[src/rtl/multiplicador_secuencial_pkg.sv]
// Shared types for the sequential shift-and-add multiplier.
// Holds the controller state encoding.
package multiplicador_secuencial_pkg;

  typedef enum logic [1:0] {
    IDLE = 2'd0,
    CALC = 2'd1,
    FIN  = 2'd2
  } state_t;

endpackage

[src/rtl/multiplicador_secuencial_sumador.sv]
// Parametrised structural ripple-carry adder.
// Chain of full adders, reused for the accumulation.
module sumador_nbits #(
  parameter int N = 8
) (
  input  logic [N-1:0] A,
  input  logic [N-1:0] B,
  input  logic         Cin,
  output logic [N-1:0] S,
  output logic         Carry
);

  logic [N:0] c;

  assign c[0] = Cin;

  for (genvar i = 0; i < N; i++) begin : g_fa
    assign S[i]   = A[i] ^ B[i] ^ c[i];
    assign c[i+1] = (A[i] & B[i]) |
                    (c[i] & (A[i] ^ B[i]));
  end

  assign Carry = c[N];

endmodule

[src/rtl/multiplicador_secuencial.sv]
// Sequential shift-and-add multiplier, WIDTH cycles of
// accumulation plus a sign-fixing cycle, start/done handshake.
module multiplicador_secuencial #(
  parameter int WIDTH = 4
) (
  input  logic               clk,
  input  logic               rst,
  input  logic               init,
  input  logic               signo,
  input  logic [WIDTH-1:0]   A,
  input  logic [WIDTH-1:0]   B,
  output logic [2*WIDTH-1:0] P,
  output logic               busy,
  output logic               done
);

  import multiplicador_secuencial_pkg::*;

  localparam int PW = 2 * WIDTH;
  localparam int CW = $clog2(WIDTH + 1);

  state_t          state;
  state_t          state_nx;
  logic [PW-1:0]   acc;
  logic [PW-1:0]   mcand;
  logic [PW-1:0]   addend;
  logic [PW-1:0]   sum;
  logic [WIDTH-1:0] mult;
  logic [WIDTH-1:0] a_mag;
  logic [WIDTH-1:0] b_mag;
  logic [CW-1:0]   cnt;
  logic            neg;
  logic            load;
  logic            step;
  logic            fin;
  logic            carry_unused;

  // Operand magnitudes; the most negative value maps onto 2^(WIDTH-1).
  assign a_mag = (signo & A[WIDTH-1]) ? (~A + WIDTH'(1)) : A;
  assign b_mag = (signo & B[WIDTH-1]) ? (~B + WIDTH'(1)) : B;

  assign addend = mult[0] ? mcand : '0;

  sumador_nbits #(
    .N(PW)
  ) u_sum (
    .A    (acc),
    .B    (addend),
    .Cin  (1'b0),
    .S    (sum),
    .Carry(carry_unused)
  );

  // Controller state register.
  always_ff @(posedge clk or posedge rst) begin
    if (rst) state <= IDLE;
    else     state <= state_nx;
  end

  // Next-state: fixed WIDTH iterations, then one sign/write cycle.
  always_comb begin
    state_nx = state;
    unique case (state)
      IDLE:    if (init) state_nx = CALC;
      CALC:    if (cnt == CW'(1)) state_nx = FIN;
      FIN:     state_nx = IDLE;
      default: state_nx = IDLE;
    endcase
  end

  // Controller outputs and datapath enables.
  always_comb begin
    busy = (state != IDLE);
    load = (state == IDLE) & init;
    step = (state == CALC);
    fin  = (state == FIN);
  end

  // Datapath: capture, shift-and-add, sign fix into P.
  always_ff @(posedge clk or posedge rst) begin
    if (rst) begin
      acc   <= '0;
      mcand <= '0;
      mult  <= '0;
      cnt   <= '0;
      neg   <= 1'b0;
      P     <= '0;
    end else if (load) begin
      acc   <= '0;
      mcand <= PW'(a_mag);
      mult  <= b_mag;
      cnt   <= CW'(WIDTH);
      neg   <= signo & (A[WIDTH-1] ^ B[WIDTH-1]);
    end else if (step) begin
      acc   <= sum;
      mcand <= mcand << 1;
      mult  <= mult >> 1;
      cnt   <= cnt - CW'(1);
    end else if (fin) begin
      P <= neg ? (~acc + PW'(1)) : acc;
    end
  end

  // One-cycle done pulse marking the P update.
  always_ff @(posedge clk or posedge rst) begin
    if (rst) done <= 1'b0;
    else     done <= fin;
  end

endmodule

[config.mk]
export PLATFORM = sky130hd
export DESIGN_NAME = multiplicador_secuencial
export DESIGN_NICKNAME = d
export VERILOG_FILES = /design/src/rtl/multiplicador_secuencial_pkg.sv /design/src/rtl/multiplicador_secuencial_sumador.sv /design/src/rtl/multiplicador_secuencial.sv
export SDC_FILE = /design/constraint.sdc
export NUM_CORES = 1
export LEC_CHECK = 0
export BUFFER_PORTS_ARGS = -buffer_cell sky130_fd_sc_hd__buf_4
export CORE_MARGIN = 2
export CORE_UTILIZATION = 57
export DETAILED_ROUTE_END_ITERATION = 6
export PLACE_DENSITY_LB_ADDON = 0.08
export SETUP_SLACK_MARGIN = 0.02
export SYNTH_ARGS = -nofsm -noshare
export SYNTH_HDL_FRONTEND = slang
export SYNTH_SLANG_ARGS = --single-unit
[constraint.sdc]
create_clock -name clk -period 5.2 [get_ports clk]
set_input_delay 0.26 -clock clk [delete_from_list [all_inputs] [get_ports clk]]
set_output_delay 0.26 -clock clk [all_outputs]
set_load 0.01 [all_outputs]
==> results.md <==
- Status: finished, final reports clean
- Row cnt: 20
- Vias in the first global route: 1303
- Clk_lat worst skew: 320 ps
- Cells after Synth: 179
- Die area: 3678 µm²
- Synth area leaders: dfrtp_1 (48%), fa_1 (6.6%), nand2_1 (4.9%)
- R2r setup slk: 1510 ps
- Leakage: 0.0009783 µW
- Reg2Reg Depth: 14
- Tot GR Track Use: 0.2127
- Pin count of the biggest net entering global routing: 36
- Synth top area share: 0.4788
- Gate power share: 0.431
- Routed wire length: 3371 µm
- Critical path arrival: 3900 ps
- Ant. Diodes: 0
- Post-synth top cells: dfrtp_1 (35), nand2_1 (24), inv_1 (22)
- Worst Max-Slew Pin Slew: 908.6 ps
- CTS Buffer Depth: 2
- Root Buffer: clkbuf_4
- Peak supply drop: 230.4 µV
- WL/cell: 13.65 µm
- Setup TNS Final: 0 ps
- Grt ovf: 0
- Share of cells above drive strength 1: 0.1576
- TritonCTS clock tree: built
- PD cells: 532.8 nW/µm²
- Clk pin slew, worst setup/hold paths: 110 ps
- Clock power frac: 0.127
- Vias per cell: 5.417
- Synth Flop Type: dfrtp_1
- Synth Area per Inst: 10.22 µm²
- Area delta synth->final: 13.41%
- Sequential area share after synthesis: 0.4788
- Vias: 1338
- Clk sinks: 35
- H-Tree Level Count: 2
- GP Congestion: 0.7905
- Slew Limit Fails: 0
- Setup violators final: 0
- Post-Syn Area: 1829 µm²
- Worst setup EP type: flop
- Initial drt markers: 54
- Count leader, synth: dfrtp_1
- Fin. Hold Viols: 0
- Hold_buf cts: 0
- Synth Net Count: 203
- Worst min path class: in -> async
- Final HPWL DP: 2574 µm
- Setup Skew: 8.210 ps
- Synth area leader: dfrtp_1
- RSZ-0062 raised after global routing: false
- Worst setup SP type: flop
- Final Non-Filler Cells: 247
- Setup bufs post-CTS: 0
- Io pins: 22
- EDFF count, synth: 0
- Starting Density: 0.5992
- RR Startpoint: mult[0]
- Worst EP required: 5410 ps
- Core area: 3053 µm²
- Ys async rst share: 1.000
- Dpl cells: 239
- Initial antenna violation count: 0
- #FFs+latches synth: 35
- Nets: 226
- Die W: 60.65 µm
- Final min period: 3692 ps
- R2R Path End: acc[7]
- Routed Antenna Nets: 0
- Fillers: 257
- Switching Fraction: 0.4030
- Cell-internal power: 659.9 µW
- Slew HR: 0.3930
- Tcrit/Tclk final: 0.7100
- DRC violations left: 0
- Critical path class: reg -> reg
- PortBufs: 21
- Final core utilization: 0.6795
- First-pass GRT wire length: 5761 µm
- Crit-path max FO: 9
- Count of cell types in the netlist: 34
- Max-cap viol count: 0
- Net switching power: 445.4 µW
- Die Ht: 60.65 µm
- Cts repair resizes: 0
- Warnings, synthesis: 0
- Max Clk Rate: 270.9 MHz
- Num CTS Buffers: 5
- Drt pass-1 iters: 4
- Sequential share of power: 0.442
[cell families after synthesis]
group,after synthesis,synth area share
multiplexers,4,0.02189
XOR/XNOR,10,0.04788
flip-flops,35,0.4788
buffers and inverters,28,0.05882
AND/OR/NAND/NOR,41,0.09919
AO/OA/AOI/OAI,49,0.1867
adder cells (fa/ha/maj),12,0.1067
[worst max-delay path by stage]
stage | end | start | slack, ps
after floorplan | acc[7] | mult[0] | 1570
after global placement | acc[7] | mult[0] | 1600
after detailed placement | acc[7] | mult[0] | 1490
after CTS | acc[7] | mult[0] | 1490
after global routing | acc[7] | mult[0] | 1270
final | acc[7] | mult[0] | 1510
[final cells by class]
type | instances | area (µm²) | area share
clock buffer | 7 | 45.04 | 0.02171
clock inverter | 1 | 5.005 | 0.002413
inverter | 22 | 82.58 | 0.03981
multi-input combinational | 116 | 845.8 | 0.4077
sequential | 35 | 875.8 | 0.4222
tap | 44 | 55.05 | 0.02654
timing repair buffer | 22 | 165.2 | 0.07961
[cells in the final DEF (no fill, tap or decap), drive strengths merged]
cell and instances:
dfrtp 35, nand2 24, inv 22, buf 22, o21ai 16, a21oi 7
nor2 7, xnor2 7, clkbuf 7, o22ai 6, fa 6, ha 6
a22o 5, mux2i 4, o32ai 4, xor2 3, o31ai 3, nand3 2
a22oi 2, and2 2, nand2b 1, or2 1, o21bai 1, nand3b 1
a32o 1, or4 1, o41ai 1, and3 1, a31oi 1, a41oi 1
o31a 1, nor3 1, clkinv 1
[critical path, cell delays in order, from the launching register on]
cell and delay [ps]:
dfrtp_1 480, and2_1 160, ha_1 130, inv_1 50, fa_1 390, fa_1 400
fa_1 420, fa_1 390, inv_1 80, fa_1 170, inv_1 50, fa_1 390
xor2_1 200, mux2i_1 190, o21ai_0 80
[power groups by stage]
stage,Sequential (µW),Clock [µW],Combinational [µW]
4_1_cts,487,143,485
6_report,488,141,476
2_1_floorplan,465,0,366
3_3_place_gp,486,0,466
5_1_grt,505,157,543
3_5_place_dp,492,0,483
[flip-flops by register name, indices dropped and copies added, names as in the netlist]
name   flops
P          8
done       1
state      2
neg        1
mcand      8
mult       4
acc        8
cnt        3
[through the flow]
step	hold WS, ps	setup slack [ps]	area (µm²)	power, µW
global placement	380.8	1598	2024	952.0
floorplan	388.8	1566	1829	830.6
finish	25.20	1508	2074	1105
global route	47.75	1271	2074	1204
detailed placement	397.6	1493	2024	975.3
CTS	40.45	1488	2074	1114
[metal layers]
layer,part of all wire,track usage,vias to the layer above,routed length [µm]
met2,0.51,0.3441,30,1712
met3,0.041,0.05117,4,137
met4,0.0086,0.07764,0,29
li1,-,-,658,-
met5,0,0,-,0
met1,0.44,0.2802,646,1491
Note: power is estimated with default switching activity, not from simulation.
